$ cat src/rtl/kda_pkg.sv
// Shared types and defaults for the key_debounce_array block: handshake FSM
// state encoding, default timing constants and a lowest-set-bit helper.
package kda_pkg;

  typedef enum logic {
    KDA_IDLE  = 1'b0,
    KDA_VALID = 1'b1
  } kda_state_e;

  localparam int KDA_TICK_DIV_DEF     = 54000;
  localparam int KDA_STABLE_TICKS_DEF = 3;
  localparam int KDA_SYNC_STAGES_DEF  = 2;

  // Index of the lowest set bit; 0 when the vector is empty (callers gate on |vec).
  function automatic logic [4:0] kda_lowest_set(input logic [31:0] vec);
    logic [4:0] idx;
    idx = '0;
    for (int i = 31; i >= 0; i--) begin
      if (vec[i]) idx = 5'(i);
    end
    return idx;
  endfunction

endpackage

$ cat src/rtl/kda_channel.sv
// One debounce channel: input synchroniser, stable-tick counter, debounced
// level with registered press/release pulses. With KDA_AUTO_REPEAT_EN defined
// it also carries a repeat down-counter that raises repeat_evt_o while held.
module kda_channel
  import kda_pkg::*;
#(
  parameter int STABLE_TICKS = KDA_STABLE_TICKS_DEF,
  parameter int SYNC_STAGES  = KDA_SYNC_STAGES_DEF
`ifdef KDA_AUTO_REPEAT_EN
  ,
  parameter int REPEAT_DELAY = 20,
  parameter int REPEAT_RATE  = 5
`endif
) (
  input  logic clk,
  input  logic rst,
  input  logic tick_i,
  input  logic key_i,
  output logic level_o,
  output logic press_o,
  output logic release_o,
  output logic press_evt_o,
  output logic repeat_evt_o
);

  localparam int CNT_W = (STABLE_TICKS > 1) ? $clog2(STABLE_TICKS) : 1;

  logic [SYNC_STAGES-1:0] sync_q;
  logic [CNT_W-1:0]       cnt_q, cnt_d;
  logic                   level_q, level_d;
  logic                   press_q, release_q;
  logic                   sync_s, toggle, press_evt, release_evt;

  assign sync_s = sync_q[SYNC_STAGES-1];

  // Count consecutive ticks disagreeing with the level; flip on the last one.
  always_comb begin
    cnt_d   = cnt_q;
    level_d = level_q;
    toggle  = 1'b0;
    if (tick_i) begin
      if (sync_s != level_q) begin
        if (cnt_q == CNT_W'(STABLE_TICKS - 1)) begin
          toggle  = 1'b1;
          level_d = ~level_q;
          cnt_d   = '0;
        end else begin
          cnt_d = cnt_q + 1'b1;
        end
      end else begin
        cnt_d = '0;
      end
    end
  end

  assign press_evt   = toggle & ~level_q;
  assign release_evt = toggle & level_q;

  // Synchroniser shift, counter, level and one-clk edge pulses.
  always_ff @(posedge clk or posedge rst) begin
    if (rst) begin
      sync_q    <= '0;
      cnt_q     <= '0;
      level_q   <= 1'b0;
      press_q   <= 1'b0;
      release_q <= 1'b0;
    end else begin
      sync_q    <= {sync_q[SYNC_STAGES-2:0], key_i};
      cnt_q     <= cnt_d;
      level_q   <= level_d;
      press_q   <= press_evt;
      release_q <= release_evt;
    end
  end

  assign level_o     = level_q;
  assign press_o     = press_q;
  assign release_o   = release_q;
  assign press_evt_o = press_evt;

`ifdef KDA_AUTO_REPEAT_EN
  localparam int REP_MAX = (REPEAT_DELAY > REPEAT_RATE) ? REPEAT_DELAY : REPEAT_RATE;
  localparam int REP_W   = $clog2(REP_MAX + 1);

  logic [REP_W-1:0] rep_cnt_q, rep_cnt_d;
  logic             rep_evt;

  // Load the delay on press, fire at count 1 and reload with the rate.
  always_comb begin
    rep_cnt_d = rep_cnt_q;
    rep_evt   = 1'b0;
    if (press_evt) begin
      rep_cnt_d = REP_W'(REPEAT_DELAY);
    end else if (release_evt) begin
      rep_cnt_d = '0;
    end else if (tick_i && level_q) begin
      if (rep_cnt_q == REP_W'(1)) begin
        rep_evt   = 1'b1;
        rep_cnt_d = REP_W'(REPEAT_RATE);
      end else begin
        rep_cnt_d = rep_cnt_q - 1'b1;
      end
    end
  end

  // Repeat counter register.
  always_ff @(posedge clk or posedge rst) begin
    if (rst) rep_cnt_q <= '0;
    else     rep_cnt_q <= rep_cnt_d;
  end

  assign repeat_evt_o = rep_evt;
`else
  assign repeat_evt_o = 1'b0;
`endif

endmodule

$ cat src/rtl/key_debounce_array.sv
// N_CH-channel key debouncer with per-channel press queue and valid/ack
// key-code handshake. Holds the shared tick divider, pending bits and the
// presentation FSM. Optional auto-repeat: define KDA_AUTO_REPEAT_EN.
//
//   state     | meaning
//   KDA_IDLE  | nothing presented; picks lowest pending channel next edge
//   KDA_VALID | key_code presented, data_valid high until ack
module key_debounce_array
  import kda_pkg::*;
#(
  parameter int N_CH         = 4,
  parameter int TICK_DIV     = KDA_TICK_DIV_DEF,
  parameter int STABLE_TICKS = KDA_STABLE_TICKS_DEF,
  parameter int SYNC_STAGES  = KDA_SYNC_STAGES_DEF,
  parameter int REPEAT_DELAY = 20,
  parameter int REPEAT_RATE  = 5
) (
  input  logic                                         clk,
  input  logic                                         rst,
  input  logic [N_CH-1:0]                              key_in,
  output logic [N_CH-1:0]                              key_level,
  output logic [N_CH-1:0]                              press_pulse,
  output logic [N_CH-1:0]                              release_pulse,
  output logic                                         data_valid,
  output logic [((N_CH > 1) ? $clog2(N_CH) : 1)-1:0]   key_code,
  input  logic                                         ack,
  output logic                                         overrun
);

  localparam int KCW = (N_CH > 1) ? $clog2(N_CH) : 1;
  localparam int TW  = $clog2(TICK_DIV);

  logic [TW-1:0]   tick_cnt_q;
  logic            tick;
  logic [N_CH-1:0] press_evt, repeat_evt, set_vec, clr_vec;
  logic [N_CH-1:0] pending_q, pending_d;
  logic            overrun_q, overrun_d;
  logic [KCW-1:0]  key_code_q, key_code_d;
  logic [31:0]     pend_ext;
  logic [4:0]      lowest;
  kda_state_e      state_q, state_d;

  assign tick = (tick_cnt_q == TW'(TICK_DIV - 1));

  // Free-running sample divider shared by all channels.
  always_ff @(posedge clk or posedge rst) begin
    if (rst)       tick_cnt_q <= '0;
    else if (tick) tick_cnt_q <= '0;
    else           tick_cnt_q <= tick_cnt_q + 1'b1;
  end

  for (genvar g = 0; g < N_CH; g++) begin : g_ch
    kda_channel #(
      .STABLE_TICKS(STABLE_TICKS),
      .SYNC_STAGES (SYNC_STAGES)
`ifdef KDA_AUTO_REPEAT_EN
      ,
      .REPEAT_DELAY(REPEAT_DELAY),
      .REPEAT_RATE (REPEAT_RATE)
`endif
    ) u_ch (
      .clk         (clk),
      .rst         (rst),
      .tick_i      (tick),
      .key_i       (key_in[g]),
      .level_o     (key_level[g]),
      .press_o     (press_pulse[g]),
      .release_o   (release_pulse[g]),
      .press_evt_o (press_evt[g]),
      .repeat_evt_o(repeat_evt[g])
    );
  end

`ifndef KDA_AUTO_REPEAT_EN
  logic unused_repeat_cfg;
  assign unused_repeat_cfg = (REPEAT_DELAY != REPEAT_RATE);
`endif

  // Pending bits are set at the same edge as the press pulse so the event is
  // presented one clk after it.
  assign set_vec  = press_evt | repeat_evt;
  assign pend_ext = 32'(pending_q);
  assign lowest   = kda_lowest_set(pend_ext);

  // Presentation FSM next state, pending update and overrun detection.
  always_comb begin
    state_d    = state_q;
    key_code_d = key_code_q;
    clr_vec    = '0;
    case (state_q)
      KDA_IDLE: begin
        if (|pending_q) begin
          state_d    = KDA_VALID;
          key_code_d = lowest[KCW-1:0];
          for (int i = 0; i < N_CH; i++) clr_vec[i] = (lowest == 5'(i));
        end
      end
      KDA_VALID: begin
        if (ack) state_d = KDA_IDLE;
      end
      default: state_d = KDA_IDLE;
    endcase
    pending_d = (pending_q & ~clr_vec) | set_vec;
    overrun_d = overrun_q | (|(set_vec & pending_q));
  end

  // Handshake and queue registers.
  always_ff @(posedge clk or posedge rst) begin
    if (rst) begin
      state_q    <= KDA_IDLE;
      key_code_q <= '0;
      pending_q  <= '0;
      overrun_q  <= 1'b0;
    end else begin
      state_q    <= state_d;
      key_code_q <= key_code_d;
      pending_q  <= pending_d;
      overrun_q  <= overrun_d;
    end
  end

  assign data_valid = (state_q == KDA_VALID);
  assign key_code   = key_code_q;
  assign overrun    = overrun_q;

endmodule

$ cat config.mk
export PLATFORM = sky130hd
export DESIGN_NAME = key_debounce_array
export DESIGN_NICKNAME = d
export VERILOG_FILES = /design/src/rtl/kda_pkg.sv /design/src/rtl/kda_channel.sv /design/src/rtl/key_debounce_array.sv
export SDC_FILE = /design/constraint.sdc
export NUM_CORES = 1
export LEC_CHECK = 0
export CORE_MARGIN = 2
export CORE_UTILIZATION = 45
export CTS_BUF_LIST = sky130_fd_sc_hd__clkbuf_2 sky130_fd_sc_hd__clkbuf_4 sky130_fd_sc_hd__clkbuf_8
export CTS_CLUSTER_DIAMETER = 40
export DETAILED_ROUTE_END_ITERATION = 8
export PLACE_DENSITY_LB_ADDON = 0.2
export SLEW_MARGIN = 20
export SYNTH_ARGS = -nofsm -noshare
export SYNTH_HDL_FRONTEND = slang
export SYNTH_HIERARCHICAL = 1
export SYNTH_SLANG_ARGS = --single-unit
$ cat constraint.sdc
create_clock -name clk -period 2.1 [get_ports clk]
set_input_delay 0.315 -clock clk [delete_from_list [all_inputs] [get_ports clk]]
set_output_delay 0.315 -clock clk [all_outputs]
set_load 0.05 [all_outputs]
==> impl_metrics.env, run 1 <==
export IMPL_async_reset_ff_frac=1.00
export IMPL_synth_adder_area_share=0.00574
export IMPL_die_h_um=73.6
export IMPL_rows=25
export IMPL_antenna_found_initial=0
export IMPL_drive_gt1_frac=0.204
export IMPL_final_antenna_net_count=0
export IMPL_syn_cell_area_um2=2180
export IMPL_cts_tree="yes"
export IMPL_synth_edf_count=0
export IMPL_grt_pass1_wl_mm=7.11
export IMPL_synthCells=190
export IMPL_synthFlopType="dfrtp_1"
export IMPL_p_int_mw=1.35
export IMPL_nets=252
export IMPL_finalSetupViolCount=5
export IMPL_avgViaCountPerCell=5.30
export IMPL_syn_to_final_growth_pct=28.4
export IMPL_clock_tree_root_cell="clkbuf_8"
export IMPL_grt_util_all_layers=0.173
export IMPL_ys_types=34
export IMPL_pwr_share_clk=0.345
export IMPL_endpoint_kind="register"
export IMPL_ys_ff_latch=52
export IMPL_synth_top_family_by_area="simple AND/OR/NAND/NOR gates"
export IMPL_violations="setup timing"
export IMPL_clock_sinks=52
export IMPL_cp_start_kind="register"
export IMPL_rsz0062_at_grt="yes"
export IMPL_vias=1586
export IMPL_die_area_um2=5420
export IMPL_htreeDepth=2
export IMPL_worst_slack_ps=-133
export IMPL_power_switching_mw=0.374
export IMPL_synth_area_per_cell_um2=11.5
export IMPL_synth_top_area_cell="dfrtp_1"
export IMPL_clk_pin_slew_ps=80
export IMPL_cp_data_required_time_ps=2310
export IMPL_yosys_area_share_simple=0.187
export IMPL_synthXorXnorAreaFrac=0.0683
export IMPL_muxShareOfSynthArea=0.0207
export IMPL_die_w_um=73.6
export IMPL_coreArea_um2=4690
export IMPL_synth_area_leaders="dfrtp_1, xnor2_1, nor2_1"
export IMPL_drt_initial_drc_count=65
export IMPL_clockBufferDepth=2
export IMPL_cts_made_buffers=5
export IMPL_grt_max_degree=25
export IMPL_diodes=0
export IMPL_p_per_area_nw_per_um2=616
export IMPL_portBuffers=22
export IMPL_io_pins=23
export IMPL_clock_fmax_ghz=0.448
export IMPL_p_leak_nw=1.27
export IMPL_routedWlPerCell_um=14.6
export IMPL_vdd_drop_max_uv=444
export IMPL_grt_pass1_vias=1566
export IMPL_power_switching_share=0.217
export IMPL_synth_nets=198
export IMPL_arrival_ps=2440
export IMPL_worst_slew_pin_slew_ps=499
export IMPL_yosysWarnings=6
export IMPL_p_comb_frac=0.058
export IMPL_post_place_ws_ps=-47.1
export IMPL_fin_skew_ps=3.68
export IMPL_slew_viol_final=0
export IMPL_critical_path_class="reg2reg"
export IMPL_dp_hpwl_mm=3.01
export IMPL_relSlewSlack=0.666
export IMPL_p_seq_frac=0.598
export IMPL_maxCapViolCount=0
export IMPL_clkLatencyLatePin_ps=300
export IMPL_gp_congestion=0.863
export IMPL_min_period_over_period=1.06
export IMPL_critPathMaxFanout=5
export IMPL_drc=0
export IMPL_firstDrtPassIters=4
export IMPL_status="finished, violations left"
export IMPL_synth_top_cell_area_share=0.597
export IMPL_overflow=0
export IMPL_finalHoldWorstSlack_ps=363
export IMPL_wl_mm=4.37
export IMPL_hold_viol=0
export IMPL_hold_class="reg2reg"
export IMPL_synth_seq_area_share=0.597
export IMPL_initial_core_util=0.465
export IMPL_fin_crit_ps=2230
export IMPL_synth_compound_area_frac=0.0660
cell type report:
class                      count  area (um^2)
fill                         392         1890
sequential                    52         1300
multi-input combinational    116          797
timing repair buffer          53          475
clock buffer                   8         97.6
tap                           54         67.6
inverter                      16         60.1
routing by layer:
metal  global-route usage  vias to the layer above  routed length, um
li1                     -                      750                  -
met1                0.220                      786               1830
met2                0.283                       43               2310
met3               0.0453                        7                175
met4               0.0687                        0                 58
met5                    0                        -                  0
state kept, by name, summed over array words and instances, names as in the netlist:
register,cells
tick_cnt_q,16
g_ch.u_ch/cnt_q,8
g_ch.u_ch/sync_q,8
g_ch.u_ch/level_o,4
g_ch.u_ch/press_o,4
g_ch.u_ch/release_o,4
pending_q,4
key_code,2
data_valid,1
overrun,1
critical path: stages, from the launching register on:
cell and delay (ps):
dfrtp_1 380, nand4b_1 170, or4_4 450, nor4_4 210, buf_6 180, buf_4 110, buf_6 100, or3b_1 380
o22ai_1 180
through the flow:
step	power, mW	utilization	instances	instance area (um^2)	setup TNS [ps]
floorplan	1.11	-	190	2200	0
global placement	1.15	0.553	280	2590	0
detailed placement	1.15	0.553	280	2590	-47.1
CTS	1.75	0.576	289	2700	-51.1
global route	1.80	0.597	299	2800	-1170
finish	1.72	0.597	299	2800	-329
cell usage in the layout (no fill, tap or decap), types with 5 or more instances in the layout:
cell / netlist / layout
buf_4: 4 / 25
buf_6: 1 / 6
clkbuf_8: 0 / 6
clkdlybuf4s50_1: 0 / 22
dfrtp_1: 52 / 52
inv_1: 16 / 16
nand2_1: 5 / 5
nand3b_1: 8 / 8
nor2_1: 19 / 19
o22ai_1: 8 / 8
xnor2_1: 12 / 12
xor2_1: 5 / 5
cells in the mapped netlist (4+ instances only):
master    number
nand3_1        4
buf_4          4
o21ai_0        5
nor4_1         4
dfrtp_1       52
xnor2_1       12
inv_1         16
conb_1         4
nand3b_1       8
mux2_2         4
nand2_1        5
xor2_1         5
nand4_1        4
nor2_1        19
o22ai_1        8
or3b_1         4
nor3b_1        8
nor3_1         4
what timing repair did:
action | in CTS | in global routing
hold buffers | 0 | 0
endpoints found under the setup margin | 1 | 12
resized for setup | 1 | 9
pin swaps | 1 | 6
cloned | 0 | 1
buffers inserted | 1 | 12
power groups by stage:
stage                     clock network (mW)  logic (mW)  registers (mW)
after floorplan                            0      0.0441            1.07
after global placement                     0      0.0985            1.05
after detailed placement                   0       0.101            1.05
after CTS                              0.617       0.101            1.03
after global routing                   0.661       0.109            1.03
final                                  0.594      0.0994            1.03
worst paths after layout:
check                                        from                endpoint  slack [ps]  depth (start not counted)
setup / recovery                    tick_cnt_q[8]   g_ch[0].u_ch/cnt_q[0]        -130                          8
hold / removal             g_ch[3].u_ch/sync_q[0]  g_ch[3].u_ch/sync_q[1]         360                          0
setup reg to reg                    tick_cnt_q[8]   g_ch[0].u_ch/cnt_q[0]        -130                          8
hold reg to reg            g_ch[3].u_ch/sync_q[0]  g_ch[3].u_ch/sync_q[1]         360                          0
max in group asynchronous                     rst          tick_cnt_q[11]        1320                          3
min in group asynchronous                     rst  g_ch[1].u_ch/sync_q[0]         420                          2
kinds of logic after synthesis:
kind of cell,after synthesis
AOI/OAI and AO/OA,22
other,4
adders and majority gates,1
muxes,4
and+or+nand+nor,68
xor gates and xnor gates,17
DFF,52
buffers and inverters,22
Power figures use the tool's default switching activity.
==> run 2: changes to the inputs <==
clock period = 1.9 ns   (was 2.1 ns; I/O delays follow)
==> impl_metrics.env, run 2 (synthesis gave the netlist of run 1 again) <==
export IMPL_status="finished, violations left"
export IMPL_violations="setup timing"
export IMPL_dp_hpwl_mm=3.10
export IMPL_grt_max_degree=25
export IMPL_top_regs="tick_cnt_q: 16 flops, g_ch.u_ch/cnt_q: 8 flops, g_ch.u_ch/sync_q: 8 flops"
export IMPL_min_period_over_period=1.15
export IMPL_drt_initial_drc_count=52
export IMPL_clk_pin_slew_ps=90
export IMPL_critical_path_class="reg2reg"
export IMPL_clock_fmax_ghz=0.458
export IMPL_endpoint_kind="register"
export IMPL_coreArea_um2=4690
export IMPL_fin_skew_ps=4.93
export IMPL_grt_pass1_wl_mm=7.10
export IMPL_largest_register_ffs=16
export IMPL_die_area_um2=5420
export IMPL_drc=0
export IMPL_crit_chain="nand4b_1, or4_4, nor4_4, buf_4, nand3b_1, nor3b_2, o21ai_0, o2111ai_1, or2_2"
export IMPL_vdd_drop_max_uv=352
export IMPL_cp_start_kind="register"
export IMPL_die_h_um=73.6
export IMPL_diodes=0
export IMPL_arrival_ps=2430
export IMPL_cp_data_required_time_ps=2150
export IMPL_regMostFlops="tick_cnt_q"
export IMPL_fin_crit_ps=2180
export IMPL_maxCapViolCount=0
export IMPL_cts_tree="yes"
export IMPL_worst_r2r_cell_count=9
export IMPL_relSlewSlack=0.661
export IMPL_drive_gt1_frac=0.260
export IMPL_rows=25
export IMPL_critPathMaxFanout=4
export IMPL_final_common_cell="dfrtp_1"
export IMPL_syn_to_final_growth_pct=33.4
export IMPL_crit_cells=9
export IMPL_grt_util_all_layers=0.174
export IMPL_clkLatencyLatePin_ps=300
export IMPL_firstDrtPassIters=4
export IMPL_initial_core_util=0.465
export IMPL_vias=1578
export IMPL_worst_slack_ps=-281
export IMPL_clock_sinks=52
export IMPL_die_w_um=73.6
export IMPL_finalSetupViolCount=18
export IMPL_p_leak_nw=1.36
export IMPL_worst_slew_pin_slew_ps=507
export IMPL_portBuffers=22
export IMPL_clockBufferDepth=2
export IMPL_clock_tree_root_cell="clkbuf_8"
export IMPL_final_cells=304
export IMPL_overflow=0
export IMPL_slew_viol_final=0
export IMPL_critPathTopFamily="simple AND/OR/NAND/NOR gates"
export IMPL_io_pins=23
export IMPL_avgViaCountPerCell=5.19
export IMPL_final_antenna_net_count=0
export IMPL_finalCoreUtilization=0.620
export IMPL_gp_congestion=0.853
export IMPL_nets=257
export IMPL_wl_mm=4.41
export IMPL_crit_slowest_cell="or4_4"
export IMPL_max_stage_delay_ps=440
export IMPL_rsz0062_at_grt="yes"
export IMPL_path_buf_inv=1
export IMPL_p_per_area_nw_per_um2=685
export IMPL_cts_made_buffers=5
export IMPL_layout_common_cells="dfrtp_1, buf_4, clkdlybuf4s50_1"
export IMPL_hold_class="in2async"
export IMPL_fillerInstances=391
export IMPL_hold_buffers=0
export IMPL_htreeDepth=2
export IMPL_regToRegSetupSlack_ps=-280
export IMPL_routedWlPerCell_um=14.5
export IMPL_antenna_found_initial=0
export IMPL_hold_viol=0
export IMPL_grt_pass1_vias=1562
export IMPL_dp_cells=286
## run 2: worst register-to-register path, delay by kind of cell, from the launching register on
kind	cells	cell delay, ps
and+or+nand+nor	6	1320
AOI/OAI and AO/OA	2	220
buffers and inverters	1	200
DFF	1	400
## run 2: where the power goes
| group | switching, mW | total (mW) | internal (mW) | leakage, nW |
|---|---|---|---|---|
| Clock | 0.338 | 0.743 | 0.405 | 0.0586 |
| Sequential | 0.0185 | 1.14 | 1.12 | 0.662 |
| Combinational | 0.0651 | 0.105 | 0.0398 | 0.635 |
| Total | 0.422 | 1.99 | 1.57 | 1.36 |
## run 2: per-layer routing
metal  GRT usage  share of wire
met5           0              0
met1       0.213           0.42
met2       0.305           0.55
met4      0.0545          0.010
met3      0.0370          0.024
## run 2: timing repair
item | CTS | global route
pin swaps | 3 | 5
resized for setup | 6 | 16
setup endpoints to repair | 17 | 26
cloned | 0 | 0
setup buffers | 4 | 8
## run 2: final cells by class
cell class / instances / area, um^2 / share of cell area
flip-flops and latches: 52 / 1300 / 0.448
multi-input cells: 116 / 841 / 0.289
repair buffers: 58 / 527 / 0.181
clock buffers: 6 / 76.3 / 0.0262
well taps: 54 / 67.6 / 0.0232
inverters: 16 / 60.1 / 0.0207
clock inverters: 2 / 35.0 / 0.0120
## run 2: through the flow
stage	worst slack, ps	hold slack, ps	cell area, um^2	setup TNS, ps	power, mW
floorplan	-198	88.4	2200	-281	1.23
global placement	-202	335	2640	-994	1.27
detailed placement	-288	339	2640	-1810	1.27
CTS	-306	360	2800	-2520	2.02
global route	-461	365	2910	-5390	2.08
finish	-281	355	2910	-2280	1.99
## run 2: worst paths after layout
kind,startpoint,to
min,rst,g_ch[2].u_ch/press_o
max,tick_cnt_q[8],overrun
max reg2reg,tick_cnt_q[8],overrun
min in group clk,g_ch[3].u_ch/sync_q[0],g_ch[3].u_ch/sync_q[1]
min reg2reg,g_ch[3].u_ch/sync_q[0],g_ch[3].u_ch/sync_q[1]
max in group asynchronous,rst,tick_cnt_q[8]
